**src/rtl/opb_register_simulink2ppc_snap.sv**
```systemverilog
// OPB slave that lets PPC software read a snapshot of Simulink user data:
// the last captured value, NEW/OVF/FREEZE status, a freeze control and a capture count.
module opb_register_simulink2ppc_snap #(
    parameter logic [31:0] C_BASEADDR   = 32'h01004300,
    parameter logic [31:0] C_HIGHADDR   = 32'h010043FF,
    parameter int          C_OPB_AWIDTH = 32,
    parameter int          C_OPB_DWIDTH = 32,
    parameter string       C_FAMILY     = "virtex6"
) (
    input  logic                    OPB_Clk,
    input  logic                    OPB_Rst,
    input  logic [0:C_OPB_AWIDTH-1] OPB_ABus,
    input  logic [0:3]              OPB_BE,
    input  logic [0:C_OPB_DWIDTH-1] OPB_DBus,
    input  logic                    OPB_RNW,
    input  logic                    OPB_select,
    input  logic                    OPB_seqAddr,
    output logic [0:C_OPB_DWIDTH-1] Sl_DBus,
    output logic                    Sl_xferAck,
    output logic                    Sl_errAck,
    output logic                    Sl_retry,
    output logic                    Sl_toutSup,
    input  logic [31:0]             user_data_in,
    input  logic                    user_valid
);

    localparam string unused_family = C_FAMILY;

    // Transfer handshake: a hit in IDLE is acked for exactly one cycle (ACK),
    // then WAIT holds off until OPB_select drops, so each select gets one ack.
    typedef enum logic [1:0] {
        IDLE = 2'd0,
        ACK  = 2'd1,
        WAIT = 2'd2
    } state_t;

    state_t      state_q, state_d;
    logic        hit, cap, ack_cyc;
    logic [1:0]  widx;
    logic [31:0] rd_val, rd_q, data_q, count_q, count_d;
    logic        new_q, ovf_q, freeze_q;
    logic        rnw_q, be3_q;
    logic [1:0]  widx_q, wbits_q;
    logic        data_rd_clr, ovf_clr, ctrl_wr;
    logic        unused_sink;

    assign unused_sink = ^{OPB_seqAddr, OPB_BE[0:2], OPB_DBus[0:C_OPB_DWIDTH-3]};

    assign hit  = OPB_select && (OPB_ABus >= C_BASEADDR) && (OPB_ABus <= C_HIGHADDR);
    assign widx = OPB_ABus[C_OPB_AWIDTH-4:C_OPB_AWIDTH-3];
    assign cap  = user_valid && !freeze_q;

    assign ack_cyc     = (state_q == ACK);
    assign data_rd_clr = ack_cyc && rnw_q && (widx_q == 2'd0);
    assign ovf_clr     = ack_cyc && !rnw_q && (widx_q == 2'd1) && wbits_q[1];
    assign ctrl_wr     = ack_cyc && !rnw_q && (widx_q == 2'd2) && be3_q;

    assign count_d = cap ? count_q + 32'd1 : count_q;

    always_comb begin
        rd_val = '0;
        case (widx)
            2'd0:    rd_val = data_q;
            2'd1:    rd_val = {29'd0, freeze_q, ovf_q, new_q};
            2'd2:    rd_val = {31'd0, freeze_q};
            default: rd_val = count_q;
        endcase
    end

    always_comb begin
        state_d = state_q;
        case (state_q)
            IDLE:    if (hit) state_d = ACK;
            ACK:     state_d = WAIT;
            WAIT:    if (!OPB_select) state_d = IDLE;
            default: state_d = IDLE;
        endcase
    end

    always_ff @(posedge OPB_Clk) begin
        if (OPB_Rst) begin
            state_q  <= IDLE;
            rnw_q    <= 1'b0;
            be3_q    <= 1'b0;
            widx_q   <= 2'd0;
            wbits_q  <= 2'd0;
            rd_q     <= '0;
            data_q   <= '0;
            count_q  <= '0;
            new_q    <= 1'b0;
            ovf_q    <= 1'b0;
            freeze_q <= 1'b0;
        end else begin
            state_q <= state_d;
            if (state_q == IDLE && hit) begin
                rnw_q   <= OPB_RNW;
                be3_q   <= OPB_BE[3];
                widx_q  <= widx;
                wbits_q <= {OPB_DBus[C_OPB_DWIDTH-2], OPB_DBus[C_OPB_DWIDTH-1]};
                rd_q    <= rd_val;
            end
            if (cap) data_q <= user_data_in;
            count_q <= count_d;
            // A capture in the same cycle as a DATA read or OVF clear always wins.
            new_q   <= cap | (new_q & ~data_rd_clr);
            ovf_q   <= (cap & new_q) | (ovf_q & ~ovf_clr);
            if (ctrl_wr) freeze_q <= wbits_q[0];
        end
    end

    // OPB numbers bits MSB-first, so bus bit i carries register bit 31-i.
    always_comb begin
        Sl_DBus = '0;
        if (ack_cyc && rnw_q) begin
            for (int i = 0; i < 32; i++) Sl_DBus[i] = rd_q[31-i];
        end
    end

    assign Sl_xferAck = ack_cyc;
    assign Sl_errAck  = 1'b0;
    assign Sl_retry   = 1'b0;
    assign Sl_toutSup = 1'b0;

endmodule

```
**config.mk**
```make
export PLATFORM = sky130hd
export DESIGN_NAME = opb_register_simulink2ppc_snap
export DESIGN_NICKNAME = d
export VERILOG_FILES = /design/src/rtl/opb_register_simulink2ppc_snap.sv
export SDC_FILE = /design/constraint.sdc
export NUM_CORES = 1
export LEC_CHECK = 0
export ABC_AREA = 1
export CAP_MARGIN = 20
export CORE_MARGIN = 3
export CORE_UTILIZATION = 44
export DETAILED_ROUTE_END_ITERATION = 12
export PLACE_DENSITY = 0.83
export SLEW_MARGIN = 30
export SYNTH_ARGS = -nofsm -noshare
export SYNTH_HDL_FRONTEND = slang
export SYNTH_SLANG_ARGS = --single-unit
```
**constraint.sdc**
```tcl
create_clock -name OPB_Clk -period 1.4 [get_ports OPB_Clk]
set_input_delay 0.42 -clock OPB_Clk [delete_from_list [all_inputs] [get_ports OPB_Clk]]
set_output_delay 0.42 -clock OPB_Clk [all_outputs]
set_load 0.1 [all_outputs]
```
## After elaboration in Yosys (flattened, before gate mapping)

Index checks and enable logic that the tools add are counted.

- Add/sub/neg operators: 1
- $lt $le $gt $ge: 2
- Eq/ne operators: 8
- Multiplexer cells: 5
- Bitwise logic cells: 7
- Reduce and logical (&&, ||, !) cells: 17

Operators with widths:

| cell | count |
|---|---|
| 32-bit one-hot mux with 3 select lines | 1 |
| 32-bit by 1-bit adder with 32-bit output, second input constant | 1 |
| 32-bit by 25-bit greater-or-equal comparator with 1-bit output, second input constant | 1 |
| 32-bit by 25-bit less-or-equal comparator with 1-bit output, second input constant | 1 |
| 32-bit 2-to-1 mux | 1 |
| 1-bit logical AND | 11 |
| 2-bit by 1-bit == test with 1-bit output, second input constant | 3 |
| 2-bit == test, second input constant | 3 |
| 2-bit logical NOT | 3 |
| 2-bit one-hot mux with 3 select lines | 1 |
| 2-bit 2-to-1 mux | 2 |
| 2-bit inequality test, second input constant | 2 |
| 1-bit AND | 3 |
| 1-bit logical NOT | 2 |
| 1-bit NOT | 2 |
| 1-bit bitwise OR | 2 |
| 2-bit AND reduction | 1 |

- Register bits: 107
- Output and inout bits: 36

## Longest topological paths before layout

Gate-level depths: netlist (run 1).

- Word-level depth: 7
- Mapped depth: 10
- Mapped depth without buffers: 10

## Worst setup path before layout (run 1)

No wires, ideal clock.

- Kind: reg2out
- Start: reg state_q[1]
- End: out Sl_DBus[10] (netlist bit)
- Data arrival time: 2804 ps
- Required time: 980 ps
- Slack: -1824 ps
- Stages on the path, launching flop included: 7
- Path buffers: 1
- Path through: dfxtp_1 > inv_1 > nand2_1 > inv_1 > nand2_1 > clkbuf_1 > nor2_1

- Cells in the longest elaborated chain, start to end: 3

Ends and longest elaborated chain:

| what | line | RTL |
|---|---|---|
| from (decl) | 37 | `state_t state_q, state_d;` |
| from (signal assigned) | 94 | `state_q <= state_d;` |
| 2-bit by 1-bit == test with 1-bit output | 53 | `assign ack_cyc = (state_q == ACK);` |
| named net Sl_xferAck | 19 | `output logic Sl_xferAck,` |
| 1-bit logical AND | 114 | `if (ack_cyc && rnw_q) begin` |
| 32-bit 2-to-1 mux | 114 |  |
| to (decl) | 18 | `output logic [0:C_OPB_DWIDTH-1] Sl_DBus,` |

The timed path passes the listed nets, and every way through them passes these cells.

## Worst setup path after layout (run 1)

- Start: reg state_q[1]
- End: out Sl_DBus[14] (netlist bit)

- Cells in the longest elaborated chain, start to end: 3

Ends and longest elaborated chain:

| what | line |
|---|---|
| 2-bit by 1-bit == test with 1-bit output | 53 |
| 1-bit logical AND | 114 |
| 32-bit 2-to-1 mux | 114 |

Every way passes these cells.

==> results of run 1 <==
## critical path, cell delays in order, from the launching register on
cell and delay, ns:
dfxtp_2 0.33, inv_2 0.07, nand2_4 0.05, clkinvlp_4 0.10, nand2_8 0.10, clkbuf_16 0.19
nor2_4 0.11, buf_12 0.18
## cell type report
cell class	instances	area share
Tap cell	140	0.0220
Sequential cell	107	0.272
Clock buffer	10	0.0300
Clock inverter	6	0.00628
Timing Repair Buffer	168	0.263
Multi-Input combinational cell	497	0.351
Inverter	115	0.0552
## flip-flops by register name, summed over array words and instances (netlist names)
register / cells
count_q: 32
data_q: 32
rnw_q: 1
wbits_q: 2
freeze_q: 1
widx_q: 2
state_q: 2
ovf_q: 1
rd_q: 32
be3_q: 1
new_q: 1
## worst paths after layout
check	cells after the start	slack [ns]	start	to
min	2	0.46	data_q[3]	data_q[3]
max	7	-0.52	state_q[1]	Sl_DBus[14]
min reg2reg	2	0.46	data_q[3]	data_q[3]
max reg2reg	10	-0.34	state_q[0]	rd_q[18]
## stage by stage
| step | setup slack (ns) | instance area (um^2) | cells |
|---|---|---|---|
| finish | -0.522 | 7970 | 1043 |
| global route | -0.566 | 7970 | 1043 |
| CTS | -0.496 | 7640 | 1030 |
| detailed placement | -0.588 | 7080 | 1003 |
| global placement | -0.507 | 7080 | 1003 |
| floorplan | -0.687 | 5400 | 758 |
## power groups by stage
stage               clock network, mW  registers, mW  logic [mW]
floorplan                           0           3.21       0.297
global placement                    0           3.21       0.598
detailed placement                  0           3.21       0.611
CTS                              2.45           3.15       0.608
global route                     2.62           3.15       0.703
finish                           2.49           3.15       0.656
## cell families after synthesis
| logic type | synth area share |
|---|---|
| AOI/OAI and AO/OA | 0.168 |
| DFF | 0.423 |
| other | 0.000740 |
| and+or+nand+nor | 0.276 |
| adders and majority gates | 0.00247 |
| buffers and inverters | 0.123 |
| xor gates and xnor gates | 0.00691 |
## synth_stat cells, drive strengths merged
cell type	instances	area [um^2]
a211oi	1	7.51
o221ai	2	17.5
clkbuf	20	75.1
ha	1	12.5
a21oi	47	235
nor2	187	754
buf	19	116
o2111ai	1	8.76
nand3	38	190
nand2	80	320
conb	1	3.75
nand4	12	75.1
o31ai	1	7.51
nand3b	1	7.51
nor3	9	50.1
clkinv	1	3.75
o22ai	13	81.3
o21ai	96	488
dfxtp	107	2140
o21a	1	7.51
inv	114	428
xor2	4	35.0
## timing repair
item | in CTS | in global routing
gates resized for setup | 76 | 71
gates cloned | 4 | 1
hold buffers | 0 | 0
pin swaps | 7 | 22
buffers inserted | 8 | 12
endpoints found under the setup margin | 94 | 95
## routing by layer
layer  wire length, um  global-route usage  vias to the layer above
li1                  -                   -                     2688
met1              6460               0.300                     2667
met2              8790               0.411                      355
met3              1440              0.0503                      111
met4               895               0.107                        0
met5                 0                   0                        -
==> results.cfg, run 1 <==
[power]
pwr-share-seq = 0.500
pwr_density_cell_nw_per_um2 = 790
swShare = 0.254
ir_worst_vdd_uv = 532
power.total_mw = 6.30
power_frac_comb = 0.104
power.internal_mw = 4.70
leakage_nw = 2.98
power.switching_mw = 1.60
clockPowerShare = 0.396

[route]
remaining_drc_errors = 0
ant_nets = 0
via_per_inst = 5.58
firstDrtPassIters = 5
num_vias = 5821
drt_iter0_markers = 713
wirelength_mm = 17.6
routedWlPerCell_um = 16.9

[die]
die_area_um2 = 12800
dieWidth_um = 113
die_h_um = 113
io_pins = 142
initial_core_util = 0.459
fp.coreArea_um2 = 11000
num_rows = 38

[cells_and_area]
finish.utilization = 0.723
nNetsFinal = 1005
multi_input_comb_area_um2 = 2800
seqCellArea_um2 = 2170
drive_gt1_frac = 0.267
area_growth_pct = 57.3
fill_cells = 718
n_antenna_cell = 0
mostFrequentLayoutCells = nor2_1 (132), inv_1 (108), dfxtp_1 (88)
final_common_cell = nor2_1

[global_routing]
grt_max_degree = 34
first_global_vias = 5279
grt.overflow.total = 0
grtUsageTotal = 0.244
antenna_found_initial = 0
grt_first_pass_wirelength_mm = 25.3

[sta]
skew_ns = 0.00590
rsz0062_at_grt = true
final.setup.worst_slack_ns = -0.522
final.setup.tns_ns = -27.30
fin_crit_ns = 1.92
hold_viol = 0
fmax_mhz = 520
setup_viol = 85
slew_violations = 0
finalCritPeriodShare = 1.37
hold_ws_ns = 0.459

[place]
numPortBuffers = 98
hpwl_mm = 10.8
routabilityCongestion = 0.932

[synth]
ys_seq_area_frac = 0.423
syn_avg_cell_area_um2 = 6.70
ys_warn_count = 0
ys_ff_latch = 107
syn-instance-count = 756
synth.distinct_cells = 33
syn_area_um2 = 5070

[clocking]
cts_made_buffers = 9
clock_latency_ns = 0.35
htreeDepth = 3
cts_tree = yes
path_clk_slew_ns = 0.07
cts_root_buffer = clkbuf_16
cts.path.max_buffers = 2
cts_sinks = 107

[critical_path]
crit_path_max_fanout = 7
worstPathRequired_ns = 0.98
crit_type = reg2out
cp-start-kind = register
critPathArrivalTime_ns = 1.50
worstSetupEndpointType = primary output

[run]
cap_violations = 0

[status]
status = finished, violations left
violations = setup timing

[hold_path]
min_path_type = reg2reg
No activity file was read; power rests on OpenSTA's default activity.
==> run 2: changes to the inputs <==
--- a/config.mk
+++ b/config.mk
@@ -6,7 +6,7 @@
 export NUM_CORES = 1
 export LEC_CHECK = 0
 export ABC_AREA = 1
-export CAP_MARGIN = 20
+export CAP_MARGIN = 10
 export CORE_MARGIN = 3
 export CORE_UTILIZATION = 44
 export DETAILED_ROUTE_END_ITERATION = 12
==> results of run 2 <==
The final DEF is identical to that of run 1; final timing and power are the same.
==> run 3: changes to the inputs <==
--- a/config.mk
+++ b/config.mk
@@ -10,6 +10,7 @@
 export CORE_MARGIN = 3
 export CORE_UTILIZATION = 44
 export DETAILED_ROUTE_END_ITERATION = 12
+export GPL_TIMING_DRIVEN = 0
 export PLACE_DENSITY = 0.83
 export SLEW_MARGIN = 30
 export SYNTH_ARGS = -nofsm -noshare
==> results.cfg, run 3 (synthesized netlist as in run 1, its figures left out) <==
[critical_path]
cp-start-kind = register
critPathArrivalTime_ns = 1.53
worstSetupEndpointType = primary output
cp_slowest_cell = dfxtp_2
reg2reg_from = state_q[0]
reg2reg_slack_ns = -0.26
slowest_delay_ns = 0.33
crit_type = reg2out
crit_family = buffers and inverters
cp.depth = 7
worstReg2RegEnd = rd_q[28]
cp.buffers_inverters = 4
worstPathRequired_ns = 0.98
crit_path_max_fanout = 8
r2r_cells = 9
path_cells = inv_2 > nand2_4 > clkinvlp_4 > nand2_8 > clkbuf_8 > nor2_4 > buf_12

[run]
cap_violations = 0

[sta]
relSlewSlack = 0.593
slew_violations = 0
hold_viol = 0
final.setup.tns_ns = -25.29
finalCritPeriodShare = 1.39
setup_viol = 84
fmax_mhz = 512
skew_ns = 0.0131
hold_ws_ns = 0.419
rsz0062_at_grt = true
fin_crit_ns = 1.95
worst_slew_pin_slew_ns = 0.610
final.setup.worst_slack_ns = -0.552

[route]
ant_nets = 0
wirelength_mm = 17.2
routedWlPerCell_um = 16.4
via_per_inst = 5.47
remaining_drc_errors = 0
drt_iter0_markers = 529
num_vias = 5733
firstDrtPassIters = 7

[hold_path]
whs_endpoint = state_q[0]
hp-start = OPB_Rst
min_path_type = in2reg
holdPathStages = 2

[power]
leakage_nw = 3.01
ir_worst_vdd_uv = 721
pwr_density_cell_nw_per_um2 = 809

[cells_and_area]
final_common_cell = nor2_1
area_growth_pct = 57.8
mostFrequentLayoutCells = nor2_1 (131), inv_1 (106), dfxtp_1 (85)
n_antenna_cell = 0
multi_input_comb_area_um2 = 2910
drive_gt1_frac = 0.286
reg_top3 = count_q: 32 flops, data_q: 32 flops, rd_q: 32 flops
fill_cells = 734
seqCellArea_um2 = 2180
nNetsFinal = 1011

[global_routing]
antenna_found_initial = 0
grt.overflow.total = 0
grt_max_degree = 21
grt_first_pass_wirelength_mm = 25.7
grtUsageTotal = 0.248
first_global_vias = 5339

[clocking]
cts.path.max_buffers = 2
htreeDepth = 3
cts_root_buffer = clkbuf_16
clock_latency_ns = 0.36
path_clk_slew_ns = 0.08
cts_sinks = 107
holdBufCountCts = 0
cts_made_buffers = 9
cts_tree = yes

[die]
num_rows = 38
initial_core_util = 0.459
die_area_um2 = 12800
dieWidth_um = 113
die_h_um = 113
fp.coreArea_um2 = 11000
io_pins = 142

[status]
status = finished, violations left
violations = setup timing

[place]
hpwl_mm = 10.6
numPortBuffers = 96
routabilityCongestion = 0.866
[run 3: cell count changes in the layout (fill, tap and decap cells not counted), moves of 5 or more]
| cell | change |
|---|---|
| o21ai_1 | -9 |
| buf_4 | -20 |
| clkbuf_2 | +7 |
| o21ai_2 | +17 |
| clkbuf_1 | +7 |
| o21ai_0 | -8 |
| buf_2 | +8 |
| clkdlybuf4s50_1 | -6 |
| buf_6 | +5 |
| buf_12 | -8 |
| clkdlybuf4s15_1 | +5 |
[run 3: repair_timing]
item / 4_1_cts / 5_1_grt
resized for setup: 432 / 88
setup buffers: 16 / 13
setup endpoints to repair: 122 / 116
cloned: 10 / 0
pin swaps: 33 / 31
[run 3: per-layer routing]
layer / GRT usage / vias to the layer above / wire, um
met1: 0.306 / 2666 / 6450
met3: 0.0299 / 57 / 1340
met2: 0.448 / 308 / 8900
li1: - / 2702 / -
met4: 0.0801 / 0 / 546
met5: 0 / - / 0
[run 3: worst max-delay path by stage]
stage / startpoint / end / slack, ns
floorplan: state_q[1] / Sl_DBus[10] / -0.69
global placement: state_q[1] / Sl_DBus[11] / -1.12
detailed placement: state_q[1] / Sl_DBus[21] / -1.13
CTS: state_q[1] / Sl_DBus[25] / -0.52
global route: state_q[1] / Sl_DBus[3] / -0.60
finish: state_q[1] / Sl_DBus[5] / -0.55
[run 3: metrics by stage]
stage                     setup WS [ns]  total power, mW  instance area, um^2  instances   util
after detailed placement          -1.13             3.77                 6530        994  0.592
after global routing             -0.598             6.62                 8000       1049  0.725
after floorplan                  -0.687             3.51                 5400        758      -
after global placement            -1.12             3.76                 6530        994  0.592
after CTS                        -0.523             6.39                 7660       1036  0.695
final                            -0.552             6.47                 8000       1049  0.725
[run 3: where the power goes]
group          switching (mW)  internal, mW  total (mW)
Combinational           0.345         0.269       0.614
Clock                    1.27          1.44        2.71
Sequential             0.0344          3.11        3.15
Total                    1.65          4.82        6.47
[run 3: final cells by class]
class                      count  share of cell area
multi-input combinational    498               0.363
sequential                   107               0.272
timing repair buffer         134               0.207
inverter                     115              0.0560
buffer                        39              0.0393
clock buffer                   9              0.0282
tap                          140              0.0219
clock inverter                 7              0.0116
